<file path="src/rtl/rptr_empty_mon_if.sv">
// Read-side FIFO pointer bus: request/clear and synchronised write pointer in,
// read pointer, address and status flags out.
interface rptr_empty_mon_if #(
  parameter int unsigned ADDRSIZE = 4
) ();

  logic                rinc;
  logic [ADDRSIZE:0]   rq2_wptr;
  logic                rerr_clr;
  logic [ADDRSIZE-1:0] raddr;
  logic [ADDRSIZE:0]   rptr;
  logic                rempty;
  logic                raempty;
  logic [ADDRSIZE:0]   rlevel;
  logic                rerr;

  // Driver side (read-domain consumer)
  modport master (
    output rinc, rq2_wptr, rerr_clr,
    input  raddr, rptr, rempty, raempty, rlevel, rerr
  );

  // Pointer/empty block side
  modport slave (
    input  rinc, rq2_wptr, rerr_clr,
    output raddr, rptr, rempty, raempty, rlevel, rerr
  );

endinterface

</file>
<file path="src/rtl/rptr_empty_mon.sv">
// Async FIFO read-side pointer and empty-flag block.
// Keeps a binary read pointer plus its registered Gray copy, raises a registered
// empty flag that already accounts for this cycle's pop, and holds a sticky
// underflow flag. Define RPTR_AEMPTY_EN to build the fill-level and
// almost-empty registers; otherwise raempty follows rempty and rlevel reads 0.
module rptr_empty_mon #(
  parameter int unsigned ADDRSIZE  = 4,
  parameter int unsigned AE_THRESH = 2
) (
  input logic              i_rclk,
  input logic              i_rrst,
  rptr_empty_mon_if.slave  io_bus
);

  localparam int unsigned PtrW = ADDRSIZE + 1;

  if (AE_THRESH >= (1 << ADDRSIZE)) begin : g_bad_thresh
    $error("AE_THRESH must be below the FIFO depth");
  end

  logic [ADDRSIZE:0] r_rbin;
  logic [ADDRSIZE:0] r_rptr;
  logic              r_rempty;
  logic              r_rerr;

  logic [ADDRSIZE:0] w_rbinnext;
  logic [ADDRSIZE:0] w_rgraynext;
  logic              w_pop;
  logic              w_underflow;
  logic              w_rempty_next;

  // A pop needs a request and a non-empty FIFO; a request while empty is an underflow.
  assign w_pop         = io_bus.rinc & ~r_rempty;
  assign w_underflow   = io_bus.rinc & r_rempty;
  assign w_rbinnext    = r_rbin + {{ADDRSIZE{1'b0}}, w_pop};
  assign w_rgraynext   = (w_rbinnext >> 1) ^ w_rbinnext;
  // Compared against the post-pop pointer so the last pop and empty land together.
  assign w_rempty_next = (w_rgraynext == io_bus.rq2_wptr);

  // Binary/Gray read pointers and empty flag.
  always_ff @(posedge i_rclk or posedge i_rrst) begin
    if (i_rrst) begin
      r_rbin   <= '0;
      r_rptr   <= '0;
      r_rempty <= 1'b1;
    end else begin
      r_rbin   <= w_rbinnext;
      r_rptr   <= w_rgraynext;
      r_rempty <= w_rempty_next;
    end
  end

  // Sticky underflow flag; a new underflow beats a simultaneous clear.
  always_ff @(posedge i_rclk or posedge i_rrst) begin
    if (i_rrst) begin
      r_rerr <= 1'b0;
    end else if (w_underflow) begin
      r_rerr <= 1'b1;
    end else if (io_bus.rerr_clr) begin
      r_rerr <= 1'b0;
    end
  end

  assign io_bus.raddr  = r_rbin[ADDRSIZE-1:0];
  assign io_bus.rptr   = r_rptr;
  assign io_bus.rempty = r_rempty;
  assign io_bus.rerr   = r_rerr;

`ifdef RPTR_AEMPTY_EN
  localparam logic [ADDRSIZE:0] AeThresh = PtrW'(AE_THRESH);

  logic [ADDRSIZE:0] w_rq2_wbin;
  logic [ADDRSIZE:0] w_rlevel_next;
  logic [ADDRSIZE:0] r_rlevel;
  logic              r_raempty;

  // Gray to binary: each bit is the XOR of all Gray bits at or above it.
  always_comb begin
    w_rq2_wbin = '0;
    for (int i = 0; i < int'(PtrW); i++) begin
      w_rq2_wbin[i] = ^(io_bus.rq2_wptr >> i);
    end
  end

  // Modulo subtraction keeps the level right across pointer wrap.
  assign w_rlevel_next = w_rq2_wbin - w_rbinnext;

  // Fill level and almost-empty, timed like the empty flag.
  always_ff @(posedge i_rclk or posedge i_rrst) begin
    if (i_rrst) begin
      r_rlevel  <= '0;
      r_raempty <= 1'b1;
    end else begin
      r_rlevel  <= w_rlevel_next;
      r_raempty <= (w_rlevel_next <= AeThresh);
    end
  end

  assign io_bus.rlevel  = r_rlevel;
  assign io_bus.raempty = r_raempty;
`else
  assign io_bus.rlevel  = '0;
  assign io_bus.raempty = r_rempty;
`endif

endmodule

</file>
<file path="src/flat_wrapper.sv">
// flat-port wrapper written by rule: the top's interface ports become plain ports
module rptr_empty_mon_flat 
#(
  parameter int unsigned ADDRSIZE  = 4,
  parameter int unsigned AE_THRESH = 2
)
  (i_rclk, i_rrst, io_bus_rinc, io_bus_rq2_wptr, io_bus_rerr_clr, io_bus_raddr, io_bus_rptr, io_bus_rempty, io_bus_raempty, io_bus_rlevel, io_bus_rerr);
  rptr_empty_mon_if #(.ADDRSIZE(ADDRSIZE)) io_bus_i ();
  input logic i_rclk;
  input logic i_rrst;
  input wire logic [$bits(io_bus_i.rinc)-1:0] io_bus_rinc;
  input wire logic [$bits(io_bus_i.rq2_wptr)-1:0] io_bus_rq2_wptr;
  input wire logic [$bits(io_bus_i.rerr_clr)-1:0] io_bus_rerr_clr;
  output wire logic [$bits(io_bus_i.raddr)-1:0] io_bus_raddr;
  output wire logic [$bits(io_bus_i.rptr)-1:0] io_bus_rptr;
  output wire logic [$bits(io_bus_i.rempty)-1:0] io_bus_rempty;
  output wire logic [$bits(io_bus_i.raempty)-1:0] io_bus_raempty;
  output wire logic [$bits(io_bus_i.rlevel)-1:0] io_bus_rlevel;
  output wire logic [$bits(io_bus_i.rerr)-1:0] io_bus_rerr;
  assign io_bus_i.rinc = io_bus_rinc;
  assign io_bus_i.rq2_wptr = io_bus_rq2_wptr;
  assign io_bus_i.rerr_clr = io_bus_rerr_clr;
  assign io_bus_raddr = io_bus_i.raddr;
  assign io_bus_rptr = io_bus_i.rptr;
  assign io_bus_rempty = io_bus_i.rempty;
  assign io_bus_raempty = io_bus_i.raempty;
  assign io_bus_rlevel = io_bus_i.rlevel;
  assign io_bus_rerr = io_bus_i.rerr;
  rptr_empty_mon #(.ADDRSIZE(ADDRSIZE), .AE_THRESH(AE_THRESH)) u_core (.i_rclk(i_rclk), .i_rrst(i_rrst), .io_bus(io_bus_i));
endmodule
</file>
<file path="config.mk">
export PLATFORM = sky130hd
export DESIGN_NAME = rptr_empty_mon_flat
export DESIGN_NICKNAME = d
export VERILOG_FILES = /design/src/rtl/rptr_empty_mon_if.sv /design/src/rtl/rptr_empty_mon.sv /design/src/flat_wrapper.sv
export SDC_FILE = /design/constraint.sdc
export NUM_CORES = 1
export LEC_CHECK = 0
export BUFFER_PORTS_ARGS = -buffer_cell sky130_fd_sc_hd__buf_4
export CAP_MARGIN = 5
export CORE_MARGIN = 2
export CORE_UTILIZATION = 49
export DETAILED_ROUTE_END_ITERATION = 8
export PLACE_DENSITY = 0.81
export SLEW_MARGIN = 20
export SYNTH_ARGS = -nofsm -noshare
export SYNTH_HDL_FRONTEND = slang
export SYNTH_SLANG_ARGS = --single-unit
export TNS_END_PERCENT = 5
</file>
<file path="constraint.sdc">
create_clock -name i_rclk -period 3.9 [get_ports i_rclk]
set_clock_uncertainty 0.1 [all_clocks]
set_input_delay 0.195 -clock i_rclk [delete_from_list [all_inputs] [get_ports i_rclk]]
set_output_delay 0.195 -clock i_rclk [all_outputs]
set_load 0.05 [all_outputs]
</file>
==> reports/results.tsv <==
stage	metric	value	unit
worst_hold_path	min_from	io_bus_rerr_clr	
clocking	cts_resized	0	
route	drtIter0Drc	3	
layout	layout_commonest_cell	buf_4	
run	maxCapViolations	0	
timing	setup_violations	0	
worst_setup_path	crit_type	reg -> reg	
logic_synthesis	syn-instance-count	56	
logic_synthesis	synthTopCellsByArea	dfrtp_1 (39%), xor2_1 (9.5%), buf_4 (7.0%)	
route	firstDrtPassIters	2	
worst_setup_path	critical_path_buf_inv_count	0	
timing	finalCritPeriodShare	53.2	%
worst_setup_path	startpoint_type	flop	
worst_setup_path	end_kind	flop	
logic_synthesis	syn_area_per_cell	11.5	um^2
layout	nNetsFinal	89	
timing	max_freq	482	MHz
logic_synthesis	post-synth-top-area-cell	dfrtp_1	
clocking	path_clk_slew	0.06	ns
layout	area_growth_syn_to_layout	24.7	%
clocking	numCtsBuffers	3	
timing	rsz0062_at_grt	no	
worst_setup_path	worstRegToRegCells	7	
worst_setup_path	cpMostUsedCell	ha_1	
worst_setup_path	path_max_fanout	5	
die	die_area	1620	um^2
worst_setup_path	slowest_stage	dfstp_2	
route	wirelength	968	um
clocking	cts_sinks	11	
place	numPortBuffers	20	
die	io_pins	26	
clocking	htree_levels	1	
timing	tns	0	ns
die	start_util	50.8	%
logic_synthesis	synth.yosys.seq_area_share	42.9	%
timing	drv_slew	0	
die	die_h	40.3	um
route	wl_per_cell	10.5	um
grt	grt_max_degree	12	
timing	hold_viol	0	
worst_setup_path	rr_endpoint	u_core.io_bus.raempty	
logic_synthesis	synth_top_area_share	38.8	%
worst_setup_path	crit_chain	nor2b_1 -> ha_1 -> ha_1 -> xor3_1 -> and3_1 -> o211ai_2 -> a21oi_2	
layout	multiInputGateArea	310	um^2
route	drc	0	
worst_setup_path	critPathArrivalTime	2.17	ns
clocking	cts_tree	built	
layout	num_antenna_cells	0	
logic_synthesis	mappedNetlistArea	644	um^2
worst_setup_path	critical_path_required	3.99	ns
grt	grt_overflow_total	0	
grt	antenna_found_initial	0	
clocking	clk_latency	0.27	ns
grt	grt_pass1_wl	1.46	mm
logic_synthesis	ys_types	25	
clocking	cts_max_path_buffers	2	
die	coreArea	1270	um^2
outcome	status	complete, no violations	
worst_setup_path	cp_top_family	flip-flops	
route	avgViaCountPerCell	4.67	
die	placementRows	13	
layout	drive_gt1_share	36.4	%
grt	track_usage	15.1	%
worst_setup_path	r2r_start	u_core.io_bus.raempty	
worst_hold_path	min_path_type	in -> reg	
timing	period_needed	2.08	ns
worst_setup_path	r2r_slack	1.82	ns
place	gp_congestion	0.779	
place	dp_hpwl	803	um
clocking	ctsRootBufferMaster	clkbuf_4	
logic_synthesis	ys_ff_latch	11	
grt	grt_pass1_vias	381	
layout	final_cell_mix	buf_4 (20), dfrtp_1 (10), xor2_1 (7)	
die	die_w	40.3	um
route	vias	430	
route	drtAntennaViolNets	0	
logic_synthesis	yosysWarnings	0	
worst_hold_path	worstHoldPathCells	2	
worst_hold_path	worstHoldEndpoint	u_core.io_bus.rerr	
layout	seqCellArea	277	um^2
worst_setup_path	cpPeakStageDelay	0.55	ns
layout	n_fill_cell	115	
## registers in the layout (all words and copies together), names as in the netlist
signal and count:
u_core.io_bus.raempty 1, u_core.io_bus.rerr 1, u_core.io_bus.rptr 4, u_core.r_rbin 5
## worst max-delay path by stage
| stage | startpoint | endpoint | slack (ns) | cells past startpoint |
|---|---|---|---|---|
| 4_1_cts | u_core.io_bus.raempty | u_core.io_bus.raempty | 1.81 | 7 |
| 2_1_floorplan | u_core.io_bus.raempty | u_core.io_bus.raempty | 1.68 | 8 |
| 5_1_grt | u_core.io_bus.raempty | u_core.io_bus.raempty | 1.73 | 7 |
| 6_report | u_core.io_bus.raempty | u_core.io_bus.raempty | 1.82 | 7 |
| 3_5_place_dp | u_core.io_bus.raempty | u_core.io_bus.raempty | 1.83 | 7 |
| 3_3_place_gp | u_core.io_bus.raempty | u_core.io_bus.raempty | 1.86 | 7 |
## through the flow
step / setup WS, ns / cells / hold WS, ns / cell area [um^2] / utilization [%]
2_1_floorplan: 1.68 / 60 / -0.0533 / 659 / -
3_3_place_gp: 1.86 / 87 / 0.104 / 767 / 60.5
3_5_place_dp: 1.83 / 87 / 0.115 / 767 / 60.5
4_1_cts: 1.81 / 92 / 0.0232 / 803 / 63.3
5_1_grt: 1.73 / 92 / 0.0356 / 803 / 63.3
6_report: 1.82 / 92 / 0.0371 / 803 / 63.3
## worst reg2reg max path, cell delays in order (launching register included)
cell and delay, ns:
dfstp_2 0.55, nor2b_1 0.05, ha_1 0.22, ha_1 0.27
xor3_1 0.40, and3_1 0.19, o211ai_2 0.17, a21oi_2 0.05
## kinds of logic (layout without fill, tap and decap cells)
logic type / count (synthesis) / after routing / share of synthesized area, %
simple gates: 11 / 11 / 9.52
fa+ha+maj: 2 / 2 / 3.88
flops: 11 / 11 / 42.9
compound gates: 6 / 6 / 8.35
other cells: 1 / 5 / 0.582
buf+inv: 11 / 28 / 11.3
xor+xnor: 14 / 14 / 23.5
## synth_stat cells (all sizes together)
cell,instances
a21boi,1
a21o,1
a21oi,1
a2bb2oi,1
and2,1
and3,1
buf,8
conb,1
dfrtp,10
dfstp,1
ha,2
inv,3
nand2,3
nand2b,1
nand3,3
nor2b,1
nor3,1
o211ai,1
o21ai,1
xnor2,5
xnor3,1
xor2,7
xor3,1
## final cells by class
| type | count | area share [%] |
|---|---|---|
| well taps | 15 | 2.34 |
| clock buffers | 4 | 3.27 |
| inverters | 3 | 1.40 |
| repair buffers | 21 | 19.9 |
| multi-input cells | 38 | 38.6 |
| flip-flops and latches | 11 | 34.4 |
## metal layers
layer / part of all wire, % / global-route usage, %
met2: 48 / 27.4
met1: 42 / 14.0
met4: 4.0 / 15.0
met5: 0 / 0
met3: 6.6 / 1.67
## timing repair
| item | in CTS | in global routing |
|---|---|---|
| endpoints found under the hold margin | 10 | 0 |
| setup endpoints to repair | 0 | 0 |
| hold buffers | 1 | 0 |
| setup buffers | 0 | 0 |
Power is not shown: default switching activity piles up to over one toggle a cycle in this logic, so the estimate is an artifact.
